==> config.mk <==
export PLATFORM = sky130hd
export DESIGN_NAME = fft64_frame_ctrl_flat
export DESIGN_NICKNAME = d
export VERILOG_FILES = /design/src/rtl/fft64_frame_ctrl_if.sv /design/src/rtl/fft64_frame_ctrl.sv /design/src/flat_wrapper.sv
export SDC_FILE = /design/constraint.sdc
export NUM_CORES = 2
export LEC_CHECK = 0
export CAP_MARGIN = 20
export CORE_MARGIN = 3
export CORE_UTILIZATION = 40
export CTS_CLUSTER_SIZE = 25
export DETAILED_ROUTE_END_ITERATION = 8
export PLACE_DENSITY = 0.67
export SETUP_SLACK_MARGIN = 0.3
export SLEW_MARGIN = 0
export SYNTH_ARGS = -nofsm -noshare
export SYNTH_HDL_FRONTEND = slang
export SYNTH_SLANG_ARGS = --single-unit
==> constraint.sdc <==
create_clock -name clk -period 7.1 [get_ports clk]
set_clock_uncertainty 0.15 [all_clocks]
set_input_delay 2.13 -clock clk [delete_from_list [all_inputs] [get_ports clk]]
set_output_delay 2.13 -clock clk [all_outputs]
set_load 0.01 [all_outputs]
==> src/rtl/fft64_frame_ctrl_if.sv <==
// Streaming bundle around the fft64 frame controller: upstream samples, core
// feed and return paths, result stream, and status/error lines.
interface fft64_frame_ctrl_if #(
    parameter int DW = 24
);
    logic                 s_valid;
    logic                 s_ready;
    logic signed [DW-1:0] s_real;
    logic signed [DW-1:0] s_imag;
    logic                 s_last;

    logic                 fft_din_valid;
    logic signed [DW-1:0] fft_din_real;
    logic signed [DW-1:0] fft_din_imag;
    logic                 fft_dout_valid;
    logic signed [DW-1:0] fft_dout_real;
    logic signed [DW-1:0] fft_dout_imag;

    logic                 m_valid;
    logic signed [DW-1:0] m_real;
    logic signed [DW-1:0] m_imag;
    logic                 m_first;
    logic                 m_last;
    logic [7:0]           m_frame;

    logic                 busy;
    logic                 err_framing;
    logic                 err_clr;

    // Controller side
    modport slave (
        input  s_valid, s_real, s_imag, s_last,
        input  fft_dout_valid, fft_dout_real, fft_dout_imag,
        input  err_clr,
        output s_ready,
        output fft_din_valid, fft_din_real, fft_din_imag,
        output m_valid, m_real, m_imag, m_first, m_last, m_frame,
        output busy, err_framing
    );

    // Environment side: upstream source, FFT core and result sink
    modport master (
        output s_valid, s_real, s_imag, s_last,
        output fft_dout_valid, fft_dout_real, fft_dout_imag,
        output err_clr,
        input  s_ready,
        input  fft_din_valid, fft_din_real, fft_din_imag,
        input  m_valid, m_real, m_imag, m_first, m_last, m_frame,
        input  busy, err_framing
    );
endinterface

==> src/rtl/fft64_frame_ctrl.sv <==
// Frame controller for a streaming FFT core: buffers one N-sample frame, bursts
// it into the core contiguously, then tags returning bins with first/last/frame.
module fft64_frame_ctrl #(
    parameter int DW = 24,
    parameter int N  = 64
) (
    input  logic                clk,
    input  logic                rstn,
    fft64_frame_ctrl_if.slave   ctrl_io
);
    localparam int            AW       = $clog2(N);
    localparam logic [AW-1:0] LAST_IDX = AW'(N - 1);

    typedef enum logic {
        FILL  = 1'b0,
        BURST = 1'b1
    } state_t;

    state_t               state_q, state_d;
    logic [AW-1:0]        wr_ptr_q, wr_ptr_d;
    logic [AW-1:0]        rd_ptr_q, rd_ptr_d;
    logic [AW-1:0]        rd_addr;
    logic                 s_ready_q, s_ready_d;
    logic                 din_valid_q, din_valid_d;
    logic signed [DW-1:0] rd_real_q, rd_imag_q;

    logic [1:0]           inflight_q, inflight_d;
    logic [AW-1:0]        bin_q, bin_d;
    logic [7:0]           frame_q, frame_d;
    logic                 m_valid_q, m_valid_d;
    logic signed [DW-1:0] m_real_q, m_real_d;
    logic signed [DW-1:0] m_imag_q, m_imag_d;
    logic                 m_first_q, m_first_d;
    logic                 m_last_q, m_last_d;
    logic                 err_q, err_d;

    logic                 accept;
    logic                 burst_done;
    logic                 fill_err;
    logic                 fwd;
    logic                 orphan;
    logic                 frame_done;
    logic                 overflow;
    logic                 err_set;

    logic signed [DW-1:0] buf_real [N];
    logic signed [DW-1:0] buf_imag [N];

    assign accept = ctrl_io.s_valid && s_ready_q && (state_q == FILL);

    // Frame buffer with registered read. While filling, the read port sits on
    // entry 0 so the first burst word is already registered when BURST begins.
    assign rd_addr = (state_q == BURST) ? rd_ptr_q : '0;

    always_ff @(posedge clk) begin
        if (accept) begin
            buf_real[wr_ptr_q] <= ctrl_io.s_real;
            buf_imag[wr_ptr_q] <= ctrl_io.s_imag;
        end
        rd_real_q <= buf_real[rd_addr];
        rd_imag_q <= buf_imag[rd_addr];
    end

    always_comb begin
        state_d     = state_q;
        wr_ptr_d    = wr_ptr_q;
        rd_ptr_d    = rd_ptr_q;
        din_valid_d = 1'b0;
        burst_done  = 1'b0;
        fill_err    = 1'b0;
        case (state_q)
            FILL: begin
                if (accept) begin
                    if (wr_ptr_q == LAST_IDX) begin
                        state_d     = BURST;
                        wr_ptr_d    = '0;
                        rd_ptr_d    = AW'(1);
                        din_valid_d = 1'b1;
                        fill_err    = !ctrl_io.s_last;
                    end else if (ctrl_io.s_last) begin
                        wr_ptr_d = '0;
                        fill_err = 1'b1;
                    end else begin
                        wr_ptr_d = wr_ptr_q + AW'(1);
                    end
                end
            end
            BURST: begin
                // rd_ptr wraps to 0 while the final entry is on the core bus
                if (rd_ptr_q == '0) begin
                    state_d    = FILL;
                    burst_done = 1'b1;
                end else begin
                    din_valid_d = 1'b1;
                    rd_ptr_d    = rd_ptr_q + AW'(1);
                end
            end
            default: state_d = FILL;
        endcase
        s_ready_d = (state_d == FILL);
    end

    always_comb begin
        fwd        = ctrl_io.fft_dout_valid && (inflight_q != 2'd0);
        orphan     = ctrl_io.fft_dout_valid && (inflight_q == 2'd0);
        m_valid_d  = fwd;
        m_real_d   = fwd ? ctrl_io.fft_dout_real : '0;
        m_imag_d   = fwd ? ctrl_io.fft_dout_imag : '0;
        m_first_d  = fwd && (bin_q == '0);
        m_last_d   = fwd && (bin_q == LAST_IDX);
        bin_d      = fwd ? bin_q + AW'(1) : bin_q;
        frame_done = m_valid_q && m_last_q;
        frame_d    = frame_done ? frame_q + 8'd1 : frame_q;
        inflight_d = inflight_q;
        overflow   = 1'b0;
        case ({burst_done, frame_done})
            2'b10: begin
                if (inflight_q == 2'd3) begin
                    overflow = 1'b1;
                end else begin
                    inflight_d = inflight_q + 2'd1;
                end
            end
            2'b01: begin
                if (inflight_q != 2'd0) begin
                    inflight_d = inflight_q - 2'd1;
                end
            end
            default: ;
        endcase
        err_set = fill_err || orphan || overflow;
        // A new error outranks a simultaneous clear
        err_d = err_set ? 1'b1 : (ctrl_io.err_clr ? 1'b0 : err_q);
    end

    always_ff @(posedge clk) begin
        if (!rstn) begin
            state_q     <= FILL;
            wr_ptr_q    <= '0;
            rd_ptr_q    <= '0;
            s_ready_q   <= 1'b0;
            din_valid_q <= 1'b0;
            inflight_q  <= 2'd0;
            bin_q       <= '0;
            frame_q     <= 8'd0;
            m_valid_q   <= 1'b0;
            m_real_q    <= '0;
            m_imag_q    <= '0;
            m_first_q   <= 1'b0;
            m_last_q    <= 1'b0;
            err_q       <= 1'b0;
        end else begin
            state_q     <= state_d;
            wr_ptr_q    <= wr_ptr_d;
            rd_ptr_q    <= rd_ptr_d;
            s_ready_q   <= s_ready_d;
            din_valid_q <= din_valid_d;
            inflight_q  <= inflight_d;
            bin_q       <= bin_d;
            frame_q     <= frame_d;
            m_valid_q   <= m_valid_d;
            m_real_q    <= m_real_d;
            m_imag_q    <= m_imag_d;
            m_first_q   <= m_first_d;
            m_last_q    <= m_last_d;
            err_q       <= err_d;
        end
    end

    assign ctrl_io.s_ready       = s_ready_q;
    assign ctrl_io.fft_din_valid = din_valid_q;
    assign ctrl_io.fft_din_real  = din_valid_q ? rd_real_q : '0;
    assign ctrl_io.fft_din_imag  = din_valid_q ? rd_imag_q : '0;
    assign ctrl_io.m_valid       = m_valid_q;
    assign ctrl_io.m_real        = m_real_q;
    assign ctrl_io.m_imag        = m_imag_q;
    assign ctrl_io.m_first       = m_first_q;
    assign ctrl_io.m_last        = m_last_q;
    assign ctrl_io.m_frame       = frame_q;
    assign ctrl_io.busy          = (state_q == BURST) || (wr_ptr_q != '0) || (inflight_q != 2'd0);
    assign ctrl_io.err_framing   = err_q;
endmodule

==> src/flat_wrapper.sv <==
// flat-port wrapper written by rule: the top's interface ports become plain ports
module fft64_frame_ctrl_flat 
#(
    parameter int DW = 24,
    parameter int N  = 64
)
  (clk, rstn, ctrl_io_s_valid, ctrl_io_s_real, ctrl_io_s_imag, ctrl_io_s_last, ctrl_io_fft_dout_valid, ctrl_io_fft_dout_real, ctrl_io_fft_dout_imag, ctrl_io_err_clr, ctrl_io_s_ready, ctrl_io_fft_din_valid, ctrl_io_fft_din_real, ctrl_io_fft_din_imag, ctrl_io_m_valid, ctrl_io_m_real, ctrl_io_m_imag, ctrl_io_m_first, ctrl_io_m_last, ctrl_io_m_frame, ctrl_io_busy, ctrl_io_err_framing);
  fft64_frame_ctrl_if #(.DW(DW)) ctrl_io_i ();
  input  logic clk;
  input  logic rstn;
  input wire logic [$bits(ctrl_io_i.s_valid)-1:0] ctrl_io_s_valid;
  input wire logic [$bits(ctrl_io_i.s_real)-1:0] ctrl_io_s_real;
  input wire logic [$bits(ctrl_io_i.s_imag)-1:0] ctrl_io_s_imag;
  input wire logic [$bits(ctrl_io_i.s_last)-1:0] ctrl_io_s_last;
  input wire logic [$bits(ctrl_io_i.fft_dout_valid)-1:0] ctrl_io_fft_dout_valid;
  input wire logic [$bits(ctrl_io_i.fft_dout_real)-1:0] ctrl_io_fft_dout_real;
  input wire logic [$bits(ctrl_io_i.fft_dout_imag)-1:0] ctrl_io_fft_dout_imag;
  input wire logic [$bits(ctrl_io_i.err_clr)-1:0] ctrl_io_err_clr;
  output wire logic [$bits(ctrl_io_i.s_ready)-1:0] ctrl_io_s_ready;
  output wire logic [$bits(ctrl_io_i.fft_din_valid)-1:0] ctrl_io_fft_din_valid;
  output wire logic [$bits(ctrl_io_i.fft_din_real)-1:0] ctrl_io_fft_din_real;
  output wire logic [$bits(ctrl_io_i.fft_din_imag)-1:0] ctrl_io_fft_din_imag;
  output wire logic [$bits(ctrl_io_i.m_valid)-1:0] ctrl_io_m_valid;
  output wire logic [$bits(ctrl_io_i.m_real)-1:0] ctrl_io_m_real;
  output wire logic [$bits(ctrl_io_i.m_imag)-1:0] ctrl_io_m_imag;
  output wire logic [$bits(ctrl_io_i.m_first)-1:0] ctrl_io_m_first;
  output wire logic [$bits(ctrl_io_i.m_last)-1:0] ctrl_io_m_last;
  output wire logic [$bits(ctrl_io_i.m_frame)-1:0] ctrl_io_m_frame;
  output wire logic [$bits(ctrl_io_i.busy)-1:0] ctrl_io_busy;
  output wire logic [$bits(ctrl_io_i.err_framing)-1:0] ctrl_io_err_framing;
  assign ctrl_io_i.s_valid = ctrl_io_s_valid;
  assign ctrl_io_i.s_real = ctrl_io_s_real;
  assign ctrl_io_i.s_imag = ctrl_io_s_imag;
  assign ctrl_io_i.s_last = ctrl_io_s_last;
  assign ctrl_io_i.fft_dout_valid = ctrl_io_fft_dout_valid;
  assign ctrl_io_i.fft_dout_real = ctrl_io_fft_dout_real;
  assign ctrl_io_i.fft_dout_imag = ctrl_io_fft_dout_imag;
  assign ctrl_io_i.err_clr = ctrl_io_err_clr;
  assign ctrl_io_s_ready = ctrl_io_i.s_ready;
  assign ctrl_io_fft_din_valid = ctrl_io_i.fft_din_valid;
  assign ctrl_io_fft_din_real = ctrl_io_i.fft_din_real;
  assign ctrl_io_fft_din_imag = ctrl_io_i.fft_din_imag;
  assign ctrl_io_m_valid = ctrl_io_i.m_valid;
  assign ctrl_io_m_real = ctrl_io_i.m_real;
  assign ctrl_io_m_imag = ctrl_io_i.m_imag;
  assign ctrl_io_m_first = ctrl_io_i.m_first;
  assign ctrl_io_m_last = ctrl_io_i.m_last;
  assign ctrl_io_m_frame = ctrl_io_i.m_frame;
  assign ctrl_io_busy = ctrl_io_i.busy;
  assign ctrl_io_err_framing = ctrl_io_i.err_framing;
  fft64_frame_ctrl #(.DW(DW), .N(N)) u_core (.clk(clk), .rstn(rstn), .ctrl_io(ctrl_io_i));
endmodule
==> summary.txt <==
Floorplanning
  – Num ports: 213
  – Cell Rows: 204
  – Initial core utilization: 40.3%
  – Die width: 565 microns
  – Die area: 319000 sq um
  – Die H: 565 microns
  – Core Area: 310000 sq um

Setup path
  – Internal reg-to-reg setup slack: 2.52 ns
  – Crit path launch type: flip-flop
  – Worst r2r path cells: 6
  – Worst Path Required: 4.82 ns
  – CP delay by family, top: buffers and inverters
  – Crit path max-delay cell type: dfxtp_4
  – Crit path depth: 4
  – Worst path cell trace: inv_6 -> nand3_1 -> or3_1 -> clkdlybuf4s50_1
  – CP Data Arrival Time: 3.51 ns
  – Crit path buf inv count: 2
  – R2R Path End: u_core.rd_real_q[19]
  – Worst Setup End Kind: primary output
  – Worst-path fanout max: 60
  – Launch point of the worst reg-to-reg path: u_core.ctrl_io.fft_din_valid
  – Critical Path End: ctrl_io_busy
  – Setup Crit Path Kind: flip-flop to primary output
  – Critical Path Max Stage Delay: 0.89 ns
  – Crit. Startpoint: u_core.ctrl_io.fft_din_valid

Layout
  – Multi-input gate area: 27800 sq um
  – Post-layout util: 46.0%
  – Sequential Area: 94900 sq um
  – # fillers: 25984
  – Final layout net count: 7712
  – Syn-to-layout area delta: 14.1%
  – Share of cells above drive strength 1: 15.3%
  – Post-route insts no fill: 12008

Placement
  – GPL Wtd Cong: 0.928
  – Hpwl dp: 232 mm
  – IO buf count: 212
  – Placed insts: 11383

Synthesis
  – Synth area leaders: edfxtp_1, mux2i_1, mux4_2
  – Count leader, synth: edfxtp_1
  – Sequential share of the synthesized area: 75.9%
  – Syn_area_per_cell: 17.0 sq um
  – Most used DFF post-synth: edfxtp_1
  – Yosys cell types: 76
  – Register bit count reported by yosys: 3202
  – Mapped Cells: 7345
  – Most instantiated cells after synthesis: edfxtp_1, a21oi_1, mux2i_1, nand2_1, o22ai_1
  – Top cell type by total area after synthesis: edfxtp_1
  – Synth warnings: 0
  – Number of synthesized flops with an enable pin: 3072
  – Mapped cell area: 125000 sq um
  – Post-synth top area share: 73.8%
  – Ys async rst share: 0%
  – Synthesized net count: 7456

Clocking
  – CTS root buffer: clkbuf_16
  – Latest clock arrival within the worst-skew pair: 0.90 ns
  – Num Clock Sinks: 3202
  – Cts hold-fix bufs: 0
  – Resize count post-CTS: 0
  – CTS Buf Count: 329
  – Clk slew on worst S/H paths: 0.06 ns
  – Setup Buffers After CTS: 0
  – Max Root-Sink Buffers: 4
  – H-tree levels: 5
  – CTS tree: yes

Global route
  – Pin count of the biggest net entering global routing: 151
  – Initial antenna violation count: 56
  – Vias in the first global route: 70076
  – GRT Total Usage: 23.5%
  – Grt total ovfl: 0
  – First-pass GRT wire length: 537 mm

Pwr
  – Leak: 44.2 nW
  – Total power: 0.0381 W
  – P per Cell Area: 267 nW/um^2
  – Max rail drop VDD: 209 uV

Timing
  – Hold Vio Cnt, Final: 0
  – Fin. max-slew vios: 0
  – RSZ-0062 raised after global routing: no
  – Fin crit share: 81.5%
  – Crit path time final: 5.79 ns
  – Worst-Margin Slew: 1.25 ns
  – Setup-failing EPs final: 0
  – FMAX: 0.173 GHz
  – Fin Setup TNS: 0 ns
  – Slew headroom: 16.1%

Min path
  – Hold Path Class: flip-flop to flip-flop

Route
  – DRC: 2
  – Wire per inst: 32.2 microns
  – Post-DRT Antenna Nets: 0
  – Vias per cell: 6.15
  – Iter 0 DRT Violations: 12190
  – Final wirelength: 387 mm
  – Vias after detailed routing: 73810
  – Detailed-router iteration count before antenna repair: 9

Job
  – Max-Cap Viols: 0

Outcome
  – Failing checks: design-rule violations
  – Status: finished with violations
sequential cells by signal, summed over array words and instances, names as in the netlist:
signal                        count
u_core.rd_ptr_q                   6
u_core.ctrl_io.s_ready            1
u_core.ctrl_io.fft_din_valid      1
u_core.ctrl_io.m_first            1
u_core.rd_real_q                 24
u_core.rd_imag_q                 24
u_core.ctrl_io.m_valid            1
u_core.ctrl_io.m_frame            8
u_core.buf_real                1536
u_core.buf_imag                1536
u_core.wr_ptr_q                   6
u_core.inflight_q                 2
u_core.ctrl_io.m_last             1
u_core.bin_q                      6
u_core.ctrl_io.m_imag            24
u_core.ctrl_io.m_real            24
u_core.ctrl_io.err_framing        1
power by group:
group	leakage [nW]	internal [W]	switching (W)	total, W
logic	10.5	0.0000837	0.000481	0.000564
registers	28.7	0.0207	0.0000379	0.0208
clock network	5.03	0.00955	0.00721	0.0168
metrics by stage:
stage	setup slack, ns	instance area (sq um)	hold WS (ns)
after floorplan	0.0342	125000	0.321
after global routing	1.31	143000	0.388
after global placement	1.27	132000	0.335
final	1.31	143000	0.368
after CTS	1.36	143000	0.370
after detailed placement	1.23	132000	0.359
cell families (layout without fill, tap and decap cells):
group,after synthesis,after routing,synth area share (%)
AO/OA/AOI/OAI,1720,1720,9.37
XOR/XNOR,19,19,0.133
adder cells (fa/ha/maj),9,9,0.0901
buffers and inverters,589,1096,2.45
flip-flops,3202,3202,75.9
multiplexers,794,794,8.31
other,0,36,0
AND/OR/NAND/NOR,1012,1012,3.77
tightest hold or removal path: stages, from the launching register on:
cell and delay, ns:
dfxtp_1 0.34, nand2_1 0.07, a21boi_0 0.07
final cells by class:
type / instances / share of cell area (%)
tap: 4120 / 3.61
inverter: 62 / 0.174
antenna: 36 / 0.0632
timing repair buffer: 452 / 2.90
clock inverter: 169 / 1.21
multi-input combinational: 3554 / 19.5
sequential: 3202 / 66.5
clock buffer: 413 / 6.05
cell usage in the layout, fill, tap and decap left out, drive strengths merged, types with 157 or more instances in the layout:
cell	synthesis	final
a221oi	180	180
buf	330	284
nor2	206	206
mux4	178	178
clkdlybuf4s50	0	163
mux2	157	157
mux2i	459	459
nand2	452	452
clkbuf	197	418
o22ai	248	248
a21oi	482	482
edfxtp	3072	3072
layer usage:
metal  up-vias  track usage, %  part of all wire (%)  routed length, microns
met1     37700            30.9                    36                  141000
li1      30177               -                     -                       -
met3       877            5.44                    12                   45200
met4        22            12.0                   5.9                   22900
met2      5034            36.7                    46                  178000
met5         -               0                 0.042                     161
worst min-delay path by stage:
stage	start	endpoint	slack, ns	cells after the start
floorplan	u_core.bin_q[0]	u_core.bin_q[0]	0.32	2
global placement	u_core.bin_q[0]	u_core.bin_q[0]	0.33	2
detailed placement	u_core.bin_q[5]	u_core.ctrl_io.m_last	0.36	1
CTS	u_core.bin_q[1]	u_core.bin_q[1]	0.37	2
global route	u_core.bin_q[5]	u_core.ctrl_io.m_last	0.39	1
finish	u_core.bin_q[1]	u_core.bin_q[1]	0.37	2
(Power assumes the default switching activity.)
